`src/rtl/vga_sprite_pkg.sv`:
```
// Shared definitions for the mouse sprite slot: register offsets, the
// RAM/control select bit and the loader FSM states.
package vga_sprite_pkg;

  localparam int SLOT_ADDR_W  = 14;
  localparam int SLOT_DATA_W  = 32;
  localparam int CTRL_SEL_BIT = 13;

  localparam logic [1:0] REG_BYPASS = 2'b00;
  localparam logic [1:0] REG_X0     = 2'b01;
  localparam logic [1:0] REG_Y0     = 2'b10;

  typedef enum logic [2:0] {
    IDLE,
    LOAD,
    POS_X,
    POS_Y,
    BYP
  } loader_state_t;

  // Slot address of a control register: select bit set, offset in the low bits.
  function automatic logic [SLOT_ADDR_W-1:0] ctrl_addr(input logic [1:0] reg_sel);
    logic [SLOT_ADDR_W-1:0] a;
    a               = '0;
    a[CTRL_SEL_BIT] = 1'b1;
    a[1:0]          = reg_sel;
    return a;
  endfunction

endpackage

```
`src/rtl/sprite_pos_clamp.sv`:
```
// Combinational clamp keeping the sprite origin inside the visible area.
module sprite_pos_clamp #(
  parameter int H_MAX       = 640,
  parameter int V_MAX       = 480,
  parameter int SPRITE_SIZE = 32
) (
  input  logic [10:0] pos_x,
  input  logic [10:0] pos_y,
  output logic [10:0] clamp_x,
  output logic [10:0] clamp_y
);

  localparam logic [10:0] X_LIM = 11'(H_MAX - SPRITE_SIZE);
  localparam logic [10:0] Y_LIM = 11'(V_MAX - SPRITE_SIZE);

  assign clamp_x = (pos_x > X_LIM) ? X_LIM : pos_x;
  assign clamp_y = (pos_y > Y_LIM) ? Y_LIM : pos_y;

endmodule

```
`src/rtl/vga_sprite_mouse_loader.sv`:
```
// Slot bus initiator for the mouse sprite core: streams the bitmap ROM into
// sprite RAM on start and forwards clamped position / bypass updates.
module vga_sprite_mouse_loader
  import vga_sprite_pkg::*;
#(
  parameter int CD          = 12,
  parameter int ADDR        = 10,
  parameter int H_MAX       = 640,
  parameter int V_MAX       = 480,
  parameter int SPRITE_SIZE = 32
) (
  input  logic                   clk,
  input  logic                   reset,
  input  logic                   start,
  output logic                   busy,
  output logic                   done,
  output logic [ADDR-1:0]        rom_addr,
  input  logic [CD-1:0]          rom_data,
  input  logic                   pos_valid,
  input  logic [10:0]            pos_x,
  input  logic [10:0]            pos_y,
  input  logic                   byp_valid,
  input  logic                   byp_in,
  output logic                   cs,
  output logic                   write,
  output logic [SLOT_ADDR_W-1:0] addr,
  output logic [SLOT_DATA_W-1:0] wr_data
);

  loader_state_t state_reg, state_next;

  logic [ADDR-1:0]        rom_addr_reg, rom_addr_next;
  logic [ADDR:0]          req_cnt_reg, req_cnt_next;
  logic                   dat_vld_reg, dat_vld_next;
  logic [ADDR-1:0]        dat_addr_reg, dat_addr_next;
  logic                   wr_last_reg, wr_last_next;
  logic                   busy_reg, busy_next;
  logic                   done_reg, done_next;
  logic                   cs_reg, cs_next;
  logic                   write_reg, write_next;
  logic [SLOT_ADDR_W-1:0] addr_reg, addr_next;
  logic [SLOT_DATA_W-1:0] wr_data_reg, wr_data_next;
  logic                   pos_pend_reg, pos_pend_next;
  logic [10:0]            pos_x_pend_reg, pos_x_pend_next;
  logic [10:0]            pos_y_pend_reg, pos_y_pend_next;
  logic [10:0]            pos_y_cur_reg, pos_y_cur_next;
  logic                   byp_pend_reg, byp_pend_next;
  logic                   byp_val_reg, byp_val_next;

  logic [10:0] clamp_x, clamp_y;

  sprite_pos_clamp #(
    .H_MAX      (H_MAX),
    .V_MAX      (V_MAX),
    .SPRITE_SIZE(SPRITE_SIZE)
  ) u_clamp (
    .pos_x  (pos_x),
    .pos_y  (pos_y),
    .clamp_x(clamp_x),
    .clamp_y(clamp_y)
  );

  always_ff @(posedge clk) begin
    if (reset) begin
      state_reg      <= IDLE;
      rom_addr_reg   <= '0;
      req_cnt_reg    <= '0;
      dat_vld_reg    <= 1'b0;
      dat_addr_reg   <= '0;
      wr_last_reg    <= 1'b0;
      busy_reg       <= 1'b0;
      done_reg       <= 1'b0;
      cs_reg         <= 1'b0;
      write_reg      <= 1'b0;
      addr_reg       <= '0;
      wr_data_reg    <= '0;
      pos_pend_reg   <= 1'b0;
      pos_x_pend_reg <= '0;
      pos_y_pend_reg <= '0;
      pos_y_cur_reg  <= '0;
      byp_pend_reg   <= 1'b0;
      byp_val_reg    <= 1'b0;
    end else begin
      state_reg      <= state_next;
      rom_addr_reg   <= rom_addr_next;
      req_cnt_reg    <= req_cnt_next;
      dat_vld_reg    <= dat_vld_next;
      dat_addr_reg   <= dat_addr_next;
      wr_last_reg    <= wr_last_next;
      busy_reg       <= busy_next;
      done_reg       <= done_next;
      cs_reg         <= cs_next;
      write_reg      <= write_next;
      addr_reg       <= addr_next;
      wr_data_reg    <= wr_data_next;
      pos_pend_reg   <= pos_pend_next;
      pos_x_pend_reg <= pos_x_pend_next;
      pos_y_pend_reg <= pos_y_pend_next;
      pos_y_cur_reg  <= pos_y_cur_next;
      byp_pend_reg   <= byp_pend_next;
      byp_val_reg    <= byp_val_next;
    end
  end

  always_comb begin
    state_next      = state_reg;
    rom_addr_next   = rom_addr_reg;
    req_cnt_next    = req_cnt_reg;
    dat_vld_next    = dat_vld_reg;
    dat_addr_next   = dat_addr_reg;
    wr_last_next    = 1'b0;
    done_next       = 1'b0;
    cs_next         = 1'b0;
    write_next      = 1'b0;
    addr_next       = '0;
    wr_data_next    = '0;
    pos_pend_next   = pos_pend_reg;
    pos_x_pend_next = pos_x_pend_reg;
    pos_y_pend_next = pos_y_pend_reg;
    pos_y_cur_next  = pos_y_cur_reg;
    byp_pend_next   = byp_pend_reg;
    byp_val_next    = byp_val_reg;

    case (state_reg)
      IDLE: begin
        if (start) begin
          state_next    = LOAD;
          rom_addr_next = '0;
          req_cnt_next  = '0;
          dat_vld_next  = 1'b0;
        end else if (pos_pend_reg) begin
          state_next = POS_X;
        end else if (byp_pend_reg) begin
          state_next = BYP;
        end
      end

      LOAD: begin
        // Address issue stage: the ROM samples rom_addr, data returns next cycle.
        if (!req_cnt_reg[ADDR]) begin
          dat_vld_next  = 1'b1;
          dat_addr_next = rom_addr_reg;
          req_cnt_next  = req_cnt_reg + 1'b1;
          if (rom_addr_reg != '1) begin
            rom_addr_next = rom_addr_reg + 1'b1;
          end
        end else begin
          dat_vld_next = 1'b0;
        end

        if (dat_vld_reg) begin
          cs_next      = 1'b1;
          write_next   = 1'b1;
          addr_next    = {{(SLOT_ADDR_W-ADDR){1'b0}}, dat_addr_reg};
          wr_data_next = {{(SLOT_DATA_W-CD){1'b0}}, rom_data};
          wr_last_next = &dat_addr_reg;
        end

        if (wr_last_reg) begin
          done_next     = 1'b1;
          rom_addr_next = '0;
          dat_vld_next  = 1'b0;
          if (pos_pend_reg)      state_next = POS_X;
          else if (byp_pend_reg) state_next = BYP;
          else                   state_next = IDLE;
        end
      end

      POS_X: begin
        cs_next        = 1'b1;
        write_next     = 1'b1;
        addr_next      = ctrl_addr(REG_X0);
        wr_data_next   = {21'd0, pos_x_pend_reg};
        // Freeze y so a request arriving now cannot tear the x/y pair.
        pos_y_cur_next = pos_y_pend_reg;
        pos_pend_next  = 1'b0;
        state_next     = POS_Y;
      end

      POS_Y: begin
        cs_next      = 1'b1;
        write_next   = 1'b1;
        addr_next    = ctrl_addr(REG_Y0);
        wr_data_next = {21'd0, pos_y_cur_reg};
        if (byp_pend_reg)      state_next = BYP;
        else if (pos_pend_reg) state_next = POS_X;
        else                   state_next = IDLE;
      end

      BYP: begin
        cs_next       = 1'b1;
        write_next    = 1'b1;
        addr_next     = ctrl_addr(REG_BYPASS);
        wr_data_next  = {31'd0, byp_val_reg};
        byp_pend_next = 1'b0;
        state_next    = pos_pend_reg ? POS_X : IDLE;
      end

      default: state_next = IDLE;
    endcase

    // New requests override any clear above, so nothing is ever dropped.
    if (pos_valid) begin
      pos_pend_next   = 1'b1;
      pos_x_pend_next = clamp_x;
      pos_y_pend_next = clamp_y;
    end
    if (byp_valid) begin
      byp_pend_next = 1'b1;
      byp_val_next  = byp_in;
    end

    busy_next = (state_next != IDLE);
  end

  assign busy     = busy_reg;
  assign done     = done_reg;
  assign rom_addr = rom_addr_reg;
  assign cs       = cs_reg;
  assign write    = write_reg;
  assign addr     = addr_reg;
  assign wr_data  = wr_data_reg;

endmodule

```
`config.mk`:
```
export PLATFORM = sky130hd
export DESIGN_NAME = vga_sprite_mouse_loader
export DESIGN_NICKNAME = d
export VERILOG_FILES = /design/src/rtl/vga_sprite_pkg.sv /design/src/rtl/sprite_pos_clamp.sv /design/src/rtl/vga_sprite_mouse_loader.sv
export SDC_FILE = /design/constraint.sdc
export NUM_CORES = 1
export LEC_CHECK = 0
export CAP_MARGIN = 20
export CORE_MARGIN = 8
export CORE_UTILIZATION = 30
export CTS_BUF_LIST = sky130_fd_sc_hd__clkbuf_8
export DETAILED_ROUTE_END_ITERATION = 8
export GPL_TIMING_DRIVEN = 0
export SKIP_LAST_GASP = 1
export SLEW_MARGIN = 20
export SYNTH_ARGS = -nofsm -noshare
export SYNTH_HDL_FRONTEND = slang
export SYNTH_SLANG_ARGS = --single-unit
export TNS_END_PERCENT = 30
```
`constraint.sdc`:
```
create_clock -name clk -period 2.7 [get_ports clk]
set_input_delay 0.675 -clock clk [delete_from_list [all_inputs] [get_ports clk]]
set_output_delay 0.675 -clock clk [all_outputs]
set_load 0.02 [all_outputs]
```
Yosys cells after proc, flatten, opt, wreduce, memory -nomap -nowiden
Cells that the tools add are included.

operators by class
  reduce and logical (&&, ||, !) cells = 13
  magnitude comparators = 2
  bitwise gates (word level) = 3
  equal/unequal tests = 9
  add/subtract/negate cells = 2
  mux-type cells = 34

operators by type and width
  operator               number
  $pmux 14 s4            1
  $mux 10                5
  $pmux 12 s4            1
  $mux 11                4
  $pmux 11 s2            1
  $mux 3                 7
  $pmux 10 s2            1
  $pmux 3 s5             1
  $mux 12                1
  $add 11x1->11 const B  1
  $gt 11x10->1 const B   1
  $gt 11x9->1 const B    1
  $add 10x1->10 const B  1
  $ne 10x10->1 const B   1
  $reduce_and 10->1      1
  $mux 1                 9
  $eq 3x2->1 const B     2
  $ne 3x3->1 const B     2
  $reduce_bool 2->1      3
  $reduce_or 3->1        2
  $ne 2x2->1 const B     2
  $pmux 1 s2             2
  $reduce_and 2->1       2
  $reduce_and 4->1       1
  other kinds (8)        10

storage, ports and cells
  output and inout bits = 60
  word-level logic and storage cells = 81
  bits in registers = 121
  input port bits = 40

Longest topological paths before layout
Gate-level depths: netlist of the first run.

  word-level depth = 5
  depth in mapped cells = 7
  depth with buffers taken out = 5

Hierarchy
A second synthesis of the first run with hierarchy kept.

second synthesis, totals
  cells, all modules = 501
  area total of the unflattened synthesis = 4360.4 um^2

modules (own cells, without submodules)
  module                   cells each  area each (um^2)  times used  sequential area each (um^2)
  vga_sprite_mouse_loader  468         4152.7            1           1961.9
  sprite_pos_clamp         33          207.7             1           0.0

Least setup slack after synthesis of the first run
No wires, ideal clock.

  path kind = input to register
  from = input port start
  to = register rom_addr_reg[6] (netlist: rom_addr[6])
  library setup time = 0.116 ns
  data arrival time = 1.792 ns
  data required time = 2.584 ns
  slack = 0.792 ns
  cell stages on the path = 4
  path buffers = 0
  cells stage by stage = or4b_4 -> o2bb2ai_2 -> a211o_1 -> a31o_2

between the ends
  longest elaborated chain between the ends = 2

ends and longest elaborated chain
  element                            RTL line                       source
  from (decl)                        vga_sprite_mouse_loader.sv:14  input logic start,
  $ne 2x2->1 (no source line)        -
  $reduce_and 4->1 (no source line)  -
  to (signal assigned)               vga_sprite_mouse_loader.sv:85  rom_addr_reg <= rom_addr_next;
  to (decl)                          vga_sprite_mouse_loader.sv:32  logic [ADDR-1:0] rom_addr_reg, rom_addr_next;

No other way between the ends.
A chain may end at the register's enable or synchronous reset.

==> results.yml, run 1 <==
grt:
  antenna_found_initial: 0
  grtUsageMet3_pct: 2.782
  grt_max_degree: 16
  grt_pass1_vias: 3553
  grt-ovfl-total: 0
  top_usage_layer: "met2"
  grt_pass1_wl_um: 18300
  use_met1_pct: 15.89
  met2_usage_pct: 20.87
  grt_usage_pct: 12.77
sta:
  max-slew-margin-rel_pct: 35.37
  post-route-min-period_ps: 2276
  fin_crit_sh_pct: 84.30
  clock-skew-final_ps: 4.966
  rsz0062_at_grt: "false"
  drv_slew: 0
  tightest_slew_ps: 956.0
  final-hold-violation-count: 0
  fmax_mhz: 439.3
  setup_violations: 0
  fin_tns_setup_ps: 0
synth:
  yosys.area.top_type_share_pct: 48.42
  yosys.cell_types.count: 51
  synth-seq-area-share_pct: 48.42
  synth_area_per_cell_um2: 9.187
  postSynth.asyncResetShare_pct: 0
  synth_edf_count: 0
  syn_area_mm2: 0.004051
  synth_ff_type: "dfxtp_1"
  synth.area.top_cells: "dfxtp_1 (48%), nand2_1 (5.7%), a21oi_1 (4.7%)"
  ys_warn_count: 0
  synth-seq-cells: 98
  synth_top_area_cell: "dfxtp_1"
  syn_inst: 441
routing:
  via_per_inst: 4.832
  wl_per_cell_um: 15.27
  drtAntennaViolNets: 0
  first_iter_violations: 296
  drc: 0
  firstDrtPassIters: 6
  vias: 3527
  routed_wl_um: 11150
critical_path:
  critPathCaptureType: "flop"
  required_ps: 3000
  crit_arrival_ps: 2580
  path_max_fanout: 10
  criticalPathCategory: "primary input to flop"
  start_kind: "primary input"
power:
  peakVddDrop_mv: 0.1917
  powerDensity_mw_per_mm2: 549.5
  p_leak_uw: 0.001943
cells_and_area:
  largest_register_ffs: 12
  nets: 591
  fill_cells: 1341
  synthToLayoutAreaGrowth_pct: 31.41
  final_layout_size_suffix_gt1_share_pct: 11.19
  mostFrequentLayoutCell: "dfxtp_1"
  layout_common_cells: "dfxtp_1 (98), clkdlybuf4s50_1 (75), nand2_1 (61), nor2_1 (41), a21oi_1 (38)"
  fin_util_pct: 40.20
  antenna_cells: 0
die:
  die_y_um: 132.2
  row_count: 42
  die_w_um: 132.2
  ios: 100
  core_area_mm2: 0.01324
  start_util_pct: 30.59
  dieArea_mm2: 0.01748
cts:
  clockBufferDepth: 2
  cts_root_buffer: "clkbuf_8"
  hold_buffers: 0
  htree_levels: 3
  cts_buffers: 9
  post-cts-setup-buffer-count: 0
  path_clk_slew_ps: 90
  clk-insertion-delay-late_ps: 360
  cts_tree: "built"
  cts-resized-gates: 0
  cts.sinks: 98
placement:
  port_buffers: 75
  gp_congestion: 0.8521
  hpwl_um: 8583
hold_path:
  hp-class: "flop to flop"
job:
  cap_violations: 0
outcome:
  run_status: "complete, no violations"
-- layer usage --
layer	wire, um	up-vias
met5	0	-
met4	195	0
met3	734	16
met2	5218	123
met1	4997	1627
li1	-	1761
-- power by group --
group | switching (uW) | internal, uW
Sequential | 27.0 | 1480
Combinational | 225 | 171
Clock | 481 | 543
-- per-stage QoR --
stage | total power [uW] | area (um2) | setup WS, ps | hold WS, ps | instances
finish | 2925 | 5324 | 423.8 | 452.8 | 730
global route | 3055 | 5324 | 210.3 | 477.7 | 730
CTS | 2950 | 5324 | 435.2 | 456.9 | 730
detailed placement | 1931 | 5105 | 65.61 | 444.8 | 714
global placement | 1925 | 5105 | 93.33 | 439.2 | 714
floorplan | 1782 | 4134 | 791.9 | 427.3 | 463
-- cells in the mapped netlist (all sizes together), types with 4 or more instances --
master and count:
and3 10, a211oi 5, a21oi 38, buf 30, xnor2 7, o221a 9
nand2b 4, nand3 11, nor3 8, inv 7, o21ai 10, a222oi 11
clkbuf 21, nand2 61, dfxtp 98, a22o 13, nor4 5, and2 4
nand4 6, nor2 41
-- worst max-delay path, stage by stage --
cell and delay, ps:
clkdlybuf4s50_1 470, clkbuf_1 380, nand3b_1 190, nor3_1 620, a22o_1 240
-- cells by family after synthesis --
family	synth area share [%]
AO/OA/AOI/OAI	19.55
multiplexers	0.2471
XOR/XNOR	1.946
adder cells (fa/ha/maj)	0.6176
flip-flops	48.42
buffers and inverters	8.215
other	0.09256
AND/OR/NAND/NOR	20.91
-- area by class of cell --
class	instances	area (um2)	share of cell area [%]
Inverter	7	26.28	0.4935
Sequential cell	98	1962	36.85
Tap cell	176	220.2	4.136
Timing Repair Buffer	75	750.7	14.10
Multi-Input combinational cell	307	1839	34.55
Clock buffer	10	137.6	2.585
Clock inverter	6	81.33	1.528
Buffer	51	306.5	5.758
-- worst paths after layout --
kind	endpoint	start	slack, ps	depth (start not counted)
hold reg to reg	pos_y_cur_reg[10]	pos_y_pend_reg[10]	450	2
setup / recovery	pos_x_pend_reg[2]	pos_valid	420	5
setup reg to reg	dat_addr_reg[8]	state_reg[2]	540	5
hold / removal	pos_y_cur_reg[10]	pos_y_pend_reg[10]	450	2
(Power assumes the default switching activity.)
==> run 2: changes to the inputs <==
==> constraint.sdc (replaced) <==
create_clock -name clk -period 1.8 [get_ports clk]
set_input_delay 0.45 -clock clk [delete_from_list [all_inputs] [get_ports clk]]
set_output_delay 0.45 -clock clk [all_outputs]
set_load 0.02 [all_outputs]
==> run 2 against run 1 <==
Effect of this change:
- non-clock buffer count is 1 higher
- critical path depth is 4 lower
- die area stayed put
- cell count is 0.14% higher
- combinational power is 56% higher
- the flow now finishes with violations (setup timing)
- global-route usage hardly changed
- sequential power is 50% higher
- largest cell class unchanged
- count of clock-buffer cells in the layout stayed put
- sequential cell count stayed put
- via count is 1.4% higher
- clock power is 45% higher
==> results.yml, run 2 (same netlist as run 1, synthesis figures left out) <==
outcome:
  run_status: "finished with violations"
  failed_checks: "setup timing"
critical_path:
  crit_slowest_cell: "clkdlybuf4s50_1"
  critPathCaptureType: "output pin"
  required_ps: 1350
  crit_chain: "clkdlybuf4s50_1"
  crit_arrival_ps: 1470
  slowest_delay_ps: 650
  crit_cells: 1
  ff2ff_setup_slack_ps: -70
  crit_family: "buffers and inverters"
  reg2reg_depth: 6
  start_kind: "flop"
  criticalPathCategory: "flop to output pin"
  cp_num_buf_inv: 1
  path_max_fanout: 5
routing:
  drtAntennaViolNets: 0
  vias: 3578
  wl_per_cell_um: 15.56
  via_per_inst: 4.895
  firstDrtPassIters: 6
  drc: 0
  first_iter_violations: 288
  routed_wl_um: 11370
sta:
  final-hold-violation-count: 0
  whs_ps: 463.9
  post-route-min-period_ps: 1919
  tightest_slew_ps: 583.2
  rsz0062_at_grt: "true"
  clock-skew-final_ps: 8.071
  max-slew-margin-rel_pct: 61.12
  fin_crit_sh_pct: 106.6
  setup_violations: 8
  drv_slew: 0
  fmax_mhz: 521.1
  worst_slack_ps: -119.0
die:
  ios: 100
  die_w_um: 132.2
  start_util_pct: 30.59
  die_y_um: 132.2
  row_count: 42
  core_area_mm2: 0.01324
  dieArea_mm2: 0.01748
cts:
  hold_buffers: 0
  clk-insertion-delay-late_ps: 370
  cts_buffers: 9
  clockBufferDepth: 2
  htree_levels: 3
  cts.sinks: 98
  cts_root_buffer: "clkbuf_8"
  path_clk_slew_ps: 90
  cts_tree: "built"
grt:
  grt_usage_pct: 12.75
  antenna_found_initial: 0
  grt-ovfl-total: 0
  grt_max_degree: 18
  grt_pass1_vias: 3589
  grt_pass1_wl_um: 18350
cells_and_area:
  multi_input_area_mm2: 0.001907
  mostFrequentLayoutCell: "dfxtp_1"
  fill_cells: 1353
  nets: 592
  largest_register_ffs: 12
  final-seq-area_mm2: 0.001972
  layout_common_cells: "dfxtp_1 (90), clkdlybuf4s50_1 (68), nand2_1 (60), nor2_1 (41), a21oi_1 (38)"
  fin_util_pct: 40.96
  final_layout_size_suffix_gt1_share_pct: 15.50
  synthToLayoutAreaGrowth_pct: 33.88
  antenna_cells: 0
power:
  peakVddDrop_mv: 0.3228
  powerDensity_mw_per_mm2: 804.8
  p_leak_uw: 0.002092
  power_uw: 4365
job:
  cap_violations: 0
placement:
  gp_congestion: 0.8522
  hpwl_um: 8577
  port_buffers: 75
hold_path:
  hp-class: "flop to flop"
  min_path_cells: 2
==> run 2: cell types whose count changed in the layout (fill, tap and decap cells not counted), sizes merged <==
cell           change
clkinvlp           +2
dlygate4sd2        +1
inv                -1
clkdlybuf4s50      -7
dlymetal6s2s       +6
bufinv             -1
buf                +1
==> run 2: path summary, 6_finish.rpt <==
check	start	endpoint
worst min-delay path	pos_y_pend_reg[10]	pos_y_cur_reg[10]
worst min register to register	pos_y_pend_reg[10]	pos_y_cur_reg[10]
worst max-delay path	rom_addr[9]	rom_addr[9]
worst max register to register	state_reg[0]	wr_data[0]
==> run 2: worst reg2reg max path, stage by stage, from the launching register on <==
cell and delay, ps:
dfxtp_1 320, buf_6 130, clkbuf_1 230, and4bb_2 360, clkbuf_2 210, a222oi_1 420
nor2_1 80
==> run 2: power breakdown <==
| part | total [uW] | internal (uW) | switching (uW) |
|---|---|---|---|
| Clock | 1480 | 693 | 791 |
| Combinational | 621 | 276 | 345 |
| Sequential | 2260 | 2220 | 41.2 |
==> run 2: final cells by class <==
class | count | area share [%]
plain buffers | 51 | 5.859
multi-input cells | 307 | 35.16
flip-flops and latches | 98 | 36.36
clock inverters | 6 | 1.315
repair buffers | 76 | 14.23
well taps | 176 | 4.060
clock buffers | 10 | 2.537
inverters | 7 | 0.4844
==> run 2: routing by layer <==
layer | track usage [%] | up-vias | part of all wire (%)
met1 | 15.80 | 1678 | 45
met3 | 2.401 | 16 | 5.3
met5 | 0 | - | 0
met4 | 5.931 | 0 | 1.9
li1 | - | 1767 | -
met2 | 20.95 | 117 | 48
==> run 2: repair_timing <==
| action | CTS | global route |
|---|---|---|
| setup buffers | 0 | 1 |
| setup endpoints to repair | 65 | 90 |
| pin swaps | 0 | 6 |
| gates resized for setup | 7 | 29 |
==> run 2: through the flow <==
step	TNS [ps]	setup WS, ps	instances	cell area, um2
final	-479.3	-119.0	731	5424
after global routing	-3598	-217.7	731	5424
after CTS	-4370	-183.0	730	5335
after detailed placement	-23990	-603.0	714	5110
after global placement	-22570	-573.0	714	5110
after floorplan	0	14.88	463	4139
==> run 3: changes to the inputs <==
--- a/config.mk
+++ b/config.mk
@@ -6,7 +6,7 @@
 export NUM_CORES = 1
 export LEC_CHECK = 0
 export CAP_MARGIN = 20
-export CORE_MARGIN = 8
+export CORE_MARGIN = 1.5
 export CORE_UTILIZATION = 30
 export CTS_BUF_LIST = sky130_fd_sc_hd__clkbuf_8
 export DETAILED_ROUTE_END_ITERATION = 8
==> constraint.sdc (replaced) <==
create_clock -name clk -period 1.6 [get_ports clk]
set_input_delay 0.4 -clock clk [delete_from_list [all_inputs] [get_ports clk]]
set_output_delay 0.4 -clock clk [all_outputs]
set_load 0.02 [all_outputs]
==> run 3 against run 2 <==
Effect of this change:
- the run still ends with setup timing left
- global-route usage increased by 2.3 points
- largest power group unchanged
- utilization rose by 1.3 points
- largest cell class unchanged
- critical path depth increased by 3
- highest routed layer unchanged
- total power grew 10%
- critical path type is now flop to flop
==> results.yml, run 3 (same netlist as run 1, synthesis figures left out) <==
sta:
  drv_slew: 0
  rsz0062_at_grt: "true"
  fin_tns_setup_ps: -3145
  fin_crit_sh_pct: 108.9
  max-slew-margin-rel_pct: 59.78
  worst_slack_ps: -142.9
  clock-skew-final_ps: 9.251
  final-hold-violation-count: 0
  fmax_mhz: 573.8
  post-route-min-period_ps: 1743
  setup_violations: 37
  tightest_slew_ps: 603.3
cts:
  hold_buffers: 0
  clk-insertion-delay-late_ps: 370
  clockBufferDepth: 2
  htree_levels: 3
  cts_buffers: 9
  path_clk_slew_ps: 90
  cts.sinks: 98
  cts_root_buffer: "clkbuf_8"
  cts_tree: "built"
grt:
  grt_usage_pct: 15.06
  grt-ovfl-total: 0
  grt_pass1_vias: 3457
  grt_pass1_wl_um: 17020
  antenna_found_initial: 0
  grt_max_degree: 16
routing:
  via_per_inst: 4.818
  firstDrtPassIters: 6
  routed_wl_um: 10710
  drc: 0
  drtAntennaViolNets: 0
  first_iter_violations: 281
  wl_per_cell_um: 14.43
  vias: 3575
critical_path:
  slowest_delay_ps: 580
  reg2reg_from: "state_reg[2]"
  required_ps: 1850
  critPathCaptureType: "flop"
  crit_slowest_cell: "or4b_4"
  start_kind: "flop"
  reg2reg_depth: 4
  criticalPathCategory: "flop to flop"
  regToRegEndpoint: "rom_addr[4]"
  crit_arrival_ps: 2000
  crit_chain: "or4b_4 > o2bb2ai_4 > or2_4 > o221a_2"
  ff2ff_setup_slack_ps: -140
  path_max_fanout: 8
die:
  die_y_um: 119.2
  row_count: 42
  dieArea_mm2: 0.01421
  die_w_um: 119.2
  core_area_mm2: 0.01319
  ios: 100
  start_util_pct: 30.72
cells_and_area:
  largest_register_ffs: 12
  synthToLayoutAreaGrowth_pct: 37.55
  nets: 603
  mostFrequentLayoutCell: "dfxtp_1"
  final_layout_size_suffix_gt1_share_pct: 19.26
  layout_common_cells: "dfxtp_1 (88), nand2_1 (60), clkdlybuf4s50_1 (59), nor2_1 (41)"
  antenna_cells: 0
placement:
  hpwl_um: 7944
  dp_slack_ps: -766.8
  port_buffers: 75
  gp_congestion: 0.8660
hold_path:
  whs_endpoint: "pos_y_cur_reg[8]"
  min-delay-start: "pos_y_pend_reg[8]"
  hp-class: "flop to flop"
  min_path_cells: 2
job:
  cap_violations: 0
power:
  p_leak_uw: 0.002263
  powerDensity_mw_per_mm2: 865.0
  peakVddDrop_mv: 0.3879
outcome:
  run_status: "finished with violations"
  failed_checks: "setup timing"
run 3: worst max path at each step:
stage                               start                 to  slack [ps]  depth (start not counted)
final                        state_reg[2]        rom_addr[4]        -140                          4
after global routing      req_cnt_reg[10]     req_cnt_reg[9]        -200                          5
after CTS                     rom_addr[9]        rom_addr[9]        -260                          1
after detailed placement        pos_valid  pos_x_pend_reg[2]        -770                          5
after global placement          pos_valid  pos_x_pend_reg[8]        -750                          5
after floorplan              state_reg[0]        rom_addr[4]         -70                          5
run 3: layer usage:
layer,routed length (um),part of all wire [%],global-route usage [%],up-vias
li1,-,-,-,1781
met1,4886,46,19.79,1660
met2,4986,47,24.24,118
met3,592,5.5,2.299,16
met4,244,2.3,7.154,0
met5,0,0,0,-
run 3: final cells by class:
class                   count  area (um2)
plain buffers              49       349.1
clock buffers               9       123.9
clock inverters             7       63.81
fillers                  1288        7617
inverters                   7       26.28
multi-input cells         307        1933
flip-flops and latches     98        1984
well taps                 176       220.2
repair buffers             89       872.1
run 3: critical path: cells and delay by family (launching register included):
kind,cells,cell delay (ps)
flops,1,370
simple gates,2,850
compound gates,2,430
run 3: report_power, final:
part           total, uW  internal, uW  switching, uW
Combinational        743           350            393
Sequential          2540          2490           50.6
Clock               1530           709            824
Total               4820          3550           1270
run 3: what timing repair did:
action,in CTS,in global routing
buffers inserted,6,8
pin swaps,4,10
resized for setup,33,37
setup endpoints to repair,116,117
run 3: through the flow:
step	hold slack [ps]	total power [uW]	instances	area, um2	util, %
3_5_place_dp	446.4	3265	714	5127	38.87
6_report	459.3	4821	742	5573	42.25
4_1_cts	461.1	4808	735	5411	41.03
3_3_place_gp	437.7	3254	714	5127	38.87
5_1_grt	481.1	5008	742	5573	42.25
2_1_floorplan	427.3	3016	463	4156	-
